## config.mk

```make
export PLATFORM = sky130hd
export DESIGN_NAME = galvo_scan_sequencer
export DESIGN_NICKNAME = d
export VERILOG_FILES = /design/src/rtl/galvo_scan_sequencer.sv
export SDC_FILE = /design/constraint.sdc
export NUM_CORES = 1
export LEC_CHECK = 0
export BUFFER_PORTS_ARGS = -buffer_cell sky130_fd_sc_hd__clkbuf_2
export CAP_MARGIN = 10
export CORE_MARGIN = 2
export CORE_UTILIZATION = 62
export CTS_BUF_LIST = sky130_fd_sc_hd__clkbuf_2 sky130_fd_sc_hd__clkbuf_4 sky130_fd_sc_hd__clkbuf_8
export CTS_CLUSTER_DIAMETER = 100
export DETAILED_ROUTE_END_ITERATION = 7
export GPL_TIMING_DRIVEN = 0
export PLACE_DENSITY_LB_ADDON = 0.15
export SLEW_MARGIN = 20
export SYNTH_ARGS = -nofsm -noshare
export SYNTH_HDL_FRONTEND = slang
export SYNTH_SLANG_ARGS = --single-unit
```

## constraint.sdc

```tcl
create_clock -name clk_pid -period 5.8 [get_ports clk_pid]
set_clock_uncertainty 0.05 [all_clocks]
set_input_delay 0.29 -clock clk_pid [delete_from_list [all_inputs] [get_ports clk_pid]]
set_output_delay 0.29 -clock clk_pid [all_outputs]
set_load 0.01 [all_outputs]
```

## src/rtl/galvo_scan_sequencer.sv

```systemverilog
// Galvo scan sequencer.
// Steps the position PID through a table of target points. Each point is
// read from a small synchronous RAM, issued to the PID with a one-cycle
// strobe, and then held until the ADC reports it within tolerance for enough
// consecutive samples. The point is then held for a dwell time before the
// scan advances, either as a single pass or in a loop.
//
// Handshake semantics: there is no back-pressure anywhere in this block.
// start, abort, pt_wr_en and pos_adc_data_valid are single-cycle strobes that
// are sampled on the rising edge of clk_pid. new_target_valid and done are
// single-cycle strobes produced here; new_target_valid is high in exactly the
// cycle in which pos_target first shows the new value.
module galvo_scan_sequencer #(
  parameter int ADDR_W = 4,
  parameter int CNT_W  = 16
) (
  input  logic              clk_pid,
  input  logic              sys_rstn,
  input  logic              pt_wr_en,
  input  logic [ADDR_W-1:0] pt_wr_addr,
  input  logic [15:0]       pt_wr_data,
  input  logic [ADDR_W-1:0] last_idx,
  input  logic              loop_en,
  input  logic              start,
  input  logic              abort,
  input  logic [15:0]       settle_tol,
  input  logic [3:0]        settle_cnt,
  input  logic [CNT_W-1:0]  dwell_cycles,
  input  logic [CNT_W-1:0]  timeout_cycles,
  input  logic              pos_adc_data_valid,
  input  logic [15:0]       pos_adc,
  output logic [15:0]       pos_target,
  output logic              new_target_valid,
  output logic [ADDR_W-1:0] cur_idx,
  output logic              busy,
  output logic              done,
  output logic              timeout_err,
  output logic [2:0]        dbg_state
);

  localparam int DEPTH = 1 << ADDR_W;

  localparam logic [2:0] S_IDLE   = 3'd0;
  localparam logic [2:0] S_LOAD   = 3'd1;
  localparam logic [2:0] S_ISSUE  = 3'd2;
  localparam logic [2:0] S_SETTLE = 3'd3;
  localparam logic [2:0] S_DWELL  = 3'd4;
  localparam logic [2:0] S_NEXT   = 3'd5;

  localparam logic [15:0] POS_CENTRE = 16'd32768;

  logic [15:0]       r_mem [0:DEPTH-1];
  logic [15:0]       r_rd_data;

  logic [2:0]        r_state;
  logic              r_load_wait;
  logic [15:0]       r_pos_target;
  logic              r_new_target_valid;
  logic [ADDR_W-1:0] r_cur_idx;
  logic              r_done;
  logic              r_timeout_err;
  logic [3:0]        r_in_tol_cnt;
  logic [CNT_W-1:0]  r_to_cnt;
  logic [CNT_W-1:0]  r_dwell_cnt;

  logic              w_rd_en;
  logic signed [16:0] w_diff;
  logic [16:0]       w_abs_diff;
  logic              w_in_tol;
  logic [4:0]        w_need;
  logic [4:0]        w_tol_next;
  logic              w_settled;
  logic [CNT_W-1:0]  w_to_next;
  logic              w_timeout;

  // The table is read once, in the first LOAD cycle; the second LOAD cycle
  // just lets the registered read data settle before ISSUE uses it.
  assign w_rd_en = (r_state == S_LOAD) && !r_load_wait;

  // Distance from target in 17-bit signed arithmetic so no value can wrap.
  assign w_diff     = $signed({1'b0, pos_adc}) - $signed({1'b0, r_pos_target});
  assign w_abs_diff = w_diff[16] ? 17'(-w_diff) : 17'(w_diff);
  assign w_in_tol   = (w_abs_diff <= {1'b0, settle_tol});

  // A settle count of zero behaves as one.
  assign w_need     = (settle_cnt == 4'd0) ? 5'd1 : {1'b0, settle_cnt};
  assign w_tol_next = {1'b0, r_in_tol_cnt} + 5'd1;
  assign w_settled  = pos_adc_data_valid && w_in_tol && (w_tol_next >= w_need);

  assign w_to_next  = r_to_cnt + CNT_W'(1);
  assign w_timeout  = (timeout_cycles != '0) && (w_to_next >= timeout_cycles);

  // Point table: write port always open, registered read returns old data on
  // a same-address collision.
  always_ff @(posedge clk_pid) begin
    if (pt_wr_en) begin
      r_mem[pt_wr_addr] <= pt_wr_data;
    end
    if (w_rd_en) begin
      r_rd_data <= r_mem[r_cur_idx];
    end
  end

  // Scan sequencing FSM with its counters and output registers.
  always_ff @(posedge clk_pid or negedge sys_rstn) begin
    if (!sys_rstn) begin
      r_state            <= S_IDLE;
      r_load_wait        <= 1'b0;
      r_pos_target       <= POS_CENTRE;
      r_new_target_valid <= 1'b0;
      r_cur_idx          <= '0;
      r_done             <= 1'b0;
      r_timeout_err      <= 1'b0;
      r_in_tol_cnt       <= '0;
      r_to_cnt           <= '0;
      r_dwell_cnt        <= '0;
    end else begin
      r_new_target_valid <= 1'b0;
      r_done             <= 1'b0;
      if (abort) begin
        r_state     <= S_IDLE;
        r_load_wait <= 1'b0;
      end else begin
        case (r_state)
          S_IDLE: begin
            if (start) begin
              r_cur_idx     <= '0;
              r_timeout_err <= 1'b0;
              r_load_wait   <= 1'b0;
              r_state       <= S_LOAD;
            end
          end
          S_LOAD: begin
            if (r_load_wait) begin
              r_load_wait <= 1'b0;
              r_state     <= S_ISSUE;
            end else begin
              r_load_wait <= 1'b1;
            end
          end
          S_ISSUE: begin
            r_pos_target       <= r_rd_data;
            r_new_target_valid <= 1'b1;
            r_in_tol_cnt       <= '0;
            r_to_cnt           <= '0;
            r_state            <= S_SETTLE;
          end
          S_SETTLE: begin
            r_to_cnt <= w_to_next;
            if (pos_adc_data_valid) begin
              if (w_in_tol) begin
                r_in_tol_cnt <= w_tol_next[4] ? 4'hF : w_tol_next[3:0];
              end else begin
                r_in_tol_cnt <= '0;
              end
            end
            // Settling takes precedence over a timeout in the same cycle.
            if (w_settled) begin
              r_dwell_cnt <= dwell_cycles;
              r_state     <= S_DWELL;
            end else if (w_timeout) begin
              r_timeout_err <= 1'b1;
              r_state       <= S_IDLE;
            end
          end
          S_DWELL: begin
            if (r_dwell_cnt == '0) begin
              r_state <= S_NEXT;
            end else begin
              r_dwell_cnt <= r_dwell_cnt - CNT_W'(1);
            end
          end
          S_NEXT: begin
            if (r_cur_idx != last_idx) begin
              r_cur_idx <= r_cur_idx + ADDR_W'(1);
              r_state   <= S_LOAD;
            end else if (loop_en) begin
              r_cur_idx <= '0;
              r_state   <= S_LOAD;
            end else begin
              r_done  <= 1'b1;
              r_state <= S_IDLE;
            end
          end
          default: begin
            r_state <= S_IDLE;
          end
        endcase
      end
    end
  end

  assign pos_target       = r_pos_target;
  assign new_target_valid = r_new_target_valid;
  assign cur_idx          = r_cur_idx;
  assign busy             = (r_state != S_IDLE);
  assign done             = r_done;
  assign timeout_err      = r_timeout_err;
  assign dbg_state        = r_state;

endmodule

```

==> impl_results.md <==
- Largest fanout on the critical path: 10
- Pwr dens: 359 nW/µm²
- Initial antenna violation count: 0
- F_max: 0.183 GHz
- EDFF count, synth: 272
- Ys async rst share: 18.8%
- Top_reg_cell synth: edfxtp_1
- Routed wire length: 35400 µm
- Post-route insts no fill: 1688
- Chip Height: 163 µm
- Fin Hold WS: 0.0322 ns
- Global Route Usage Sum: 27.2%
- Most frequent cells in the layout: edfxtp_1 (272), clkbuf_2 (128), nor2_1 (84)
- Worst hold path type: input port to flip-flop
- Worst ir drop on vdd: 285 µV
- Worst-Skew Late Latency: 0.60 ns
- Crit path arrival time: 5.88 ns
- Tmin final: 5.47 ns
- Synth cell types: 70
- FF-to-FF Start: pos_target[0]$_DFFE_PN0P_
- Max Slew Vio Count: 0
- Req. time, crit path: 6.20 ns
- Root Buffer: clkbuf_8
- Worst setup path class: flip-flop to flip-flop
- PortBufs: 125
- DIE WIDTH: 163 µm
- Cell Rows: 58
- Yosys warning total: 0
- Flop2flop setup slack: 0.33 ns
- P&R area growth vs syn: 16.4%
- HPWL Detailed: 24300 µm
- Cells after synthesis: 1101
- Worst reg2reg path depth: 21
- CORE AREA: 25000 µm²
- Max-cap violations: 0
- Hold Path Cell Cnt: 3
- Ordered cell list for the critical path: ha_1 > fa_1 > nand2b_1 > a21oi_2 > xnor2_1 > o2111ai_2 > or4_4 > nor4_4 > nor2_1 > xor2_1 > ha_1 > a21oi_1 > o21ai_0 > a2111oi_2 > a211oi_1 > o21ai_2 > nand3_2 > o22a_2 > buf_2 > o21ai_0 > o22ai_1
- Syn avg cell area: 14.3 µm²
- Slew @ Worst Pin: 1.04 ns
- Commonest non-fill, non-tap cell in the layout: edfxtp_1
- Max clock buf depth: 3
- Fin Setup TNS: 0 ns
- CP startpoint kind: flip-flop
- Hold endpoint: done$_DFF_PN0_
- Yosys reg bits: 335
- Slowest stage cell on the critical path: or4_4
- Clock Sinks: 335
- CTS tree: built
- Relative slew slack: 30.4%
- Die area: 26700 µm²
- Fin nets: 1473
- Initial cell density of the core: 62.9%
- Final RePlAce weighted congestion: 0.888
- DRT Pass-1 Iters: 5
- Global-route wire length before repair: 54500 µm
- Initial DRC count: 1201
- Placed insts: 1575
- Final period utilization: 94.4%
- Lkg Pwr: 7.01 nW
- Io pins: 126
- Synthesized area: 15700 µm²
- Run status: finished clean
- Vias: 10191
- Critical Path Max Stage Delay: 0.58 ns
- Proportion of layout cells with a drive suffix above 1: 27.2%
- CTS clk-pin slew, worst paths: 0.06 ns
- Post-DR wirelength/cell: 21.0 µm
- Htree depth: 2
- CTS Buf Count: 52
- Critical path endpoint category: flip-flop
- Remaining antenna violation count: 0
- Total grt overflow: 0
- Finished Core Util: 73.2%
- Final setup fails: 0
- Hold path startpoint: loop_en
- Vias in the first global route: 9988
- RSZ-0062 raised after global routing: no
- Net Count, Synth: 1258
- Worst R2R End: r_dwell_cnt[7]$_DFFE_PN0P_
- Post-synthesis sequential area ratio: 61.9%
- Vias per cell: 6.04
- Largest net degree at the start of global routing: 41
- Final hold vios: 0
- DRC: 0
synthesized netlist by cell type (all sizes together) (3+ instances only):
cell type	number	area, µm²
a211oi	7	52.6
a21o	11	82.6
a21oi	47	243
a22o	5	43.8
a31oi	12	75.1
and2	3	18.8
and3	12	75.1
buf	14	71.3
clkbuf	28	105
dfrtp	62	1550
edfxtp	272	8170
ha	57	713
inv	59	221
mux2	3	33.8
mux4	80	1800
nand2	67	251
nand2b	9	56.3
nand3	14	70.1
nand3b	7	52.6
nand4	6	37.5
nor2	97	372
nor2b	5	31.3
nor3	19	100
nor3b	4	40.0
nor4	9	71.3
o2111ai	3	26.3
o21ai	73	365
o21bai	3	22.5
o22a	3	27.5
o22ai	8	50.1
o31ai	5	42.5
o32a	7	70.1
or2	6	40.0
or3	5	36.3
or4	7	63.8
xnor2	21	184
xor2	25	219
power by group:
part           total (mW)  internal [mW]  switching [mW]
registers            2.79           2.72          0.0681
logic                1.84          0.770            1.07
clock network        1.96           1.06           0.897
total                6.58           4.55            2.03
kinds of logic (layout without fill, tap and decap cells):
group | after synthesis | in the layout | share of synthesized area [%]
XOR/XNOR | 46 | 46 | 2.56
other | 0 | 1 | 0
AND/OR/NAND/NOR | 273 | 273 | 8.53
buffers and inverters | 101 | 357 | 2.53
multiplexers | 85 | 85 | 11.8
adder cells (fa/ha/maj) | 58 | 58 | 4.66
AO/OA/AOI/OAI | 203 | 203 | 8.06
flip-flops | 335 | 335 | 61.9
final cells by class:
class	instances	area, µm²
tap	330	413
clock inverter	25	178
fill	1632	6700
multi-input combinational	665	5720
sequential	335	9750
antenna	1	2.50
timing repair buffer	161	1010
inverter	59	221
buffer	42	181
clock buffer	70	863
layer usage:
metal	wire length (µm)	part of all wire, %	track usage, %
met1	14900	42	38.5
met2	17300	49	44.3
met3	2540	7.2	4.37
met4	714	2.0	8.57
met5	0	0	0
per-stage QoR:
stage	cell area [µm²]	power [mW]	worst slack (ns)
final	18300	6.58	0.325
after global routing	18300	6.95	0.0103
after CTS	18300	6.53	0.0741
after detailed placement	17100	4.56	-0.313
after global placement	16800	4.51	-0.337
after floorplan	15700	4.11	0.598
critical path, delay by kind of cell (launching register included):
family	cells	cell delay, ns
simple gates	5	1.35
buf+inv	1	0.20
xor+xnor	2	0.37
fa+ha+maj	3	0.97
compound gates	10	1.99
flops	1	0.43
flip-flops by register name, indices dropped and copies added (netlist names):
| register | flops |
|---|---|
| r_to_cnt | 16 |
| cur_idx | 4 |
| r_in_tol_cnt | 4 |
| new_target_valid | 1 |
| r_dwell_cnt | 16 |
| r_mem | 256 |
| r_load_wait | 1 |
| dbg_state | 3 |
| pos_target | 16 |
| r_rd_data | 16 |
| done | 1 |
| timeout_err | 1 |
repair_timing:
action	in CTS	in global routing
hold buffers	12	0
buffers inserted	0	5
gates resized for setup	6	6
setup endpoints to repair	16	18
pin swaps	0	4
hold endpoints to repair	73	0
how the worst max path moves through the flow:
stage	start	endpoint	slack [ns]	cells after the start
2_1_floorplan	pos_target[0]$_DFFE_PN0P_	r_dwell_cnt[13]$_DFFE_PN0P_	0.60	21
3_3_place_gp	pos_target[0]$_DFFE_PN0P_	r_dwell_cnt[10]$_DFFE_PN0P_	-0.34	21
3_5_place_dp	pos_target[0]$_DFFE_PN0P_	r_dwell_cnt[10]$_DFFE_PN0P_	-0.31	21
4_1_cts	pos_target[0]$_DFFE_PN0P_	r_dwell_cnt[7]$_DFFE_PN0P_	0.07	21
5_1_grt	pos_target[0]$_DFFE_PN0P_	r_dwell_cnt[8]$_DFFE_PN0P_	0.01	21
6_report	pos_target[0]$_DFFE_PN0P_	r_dwell_cnt[7]$_DFFE_PN0P_	0.33	21
No activity file was read; power rests on OpenSTA's default activity.
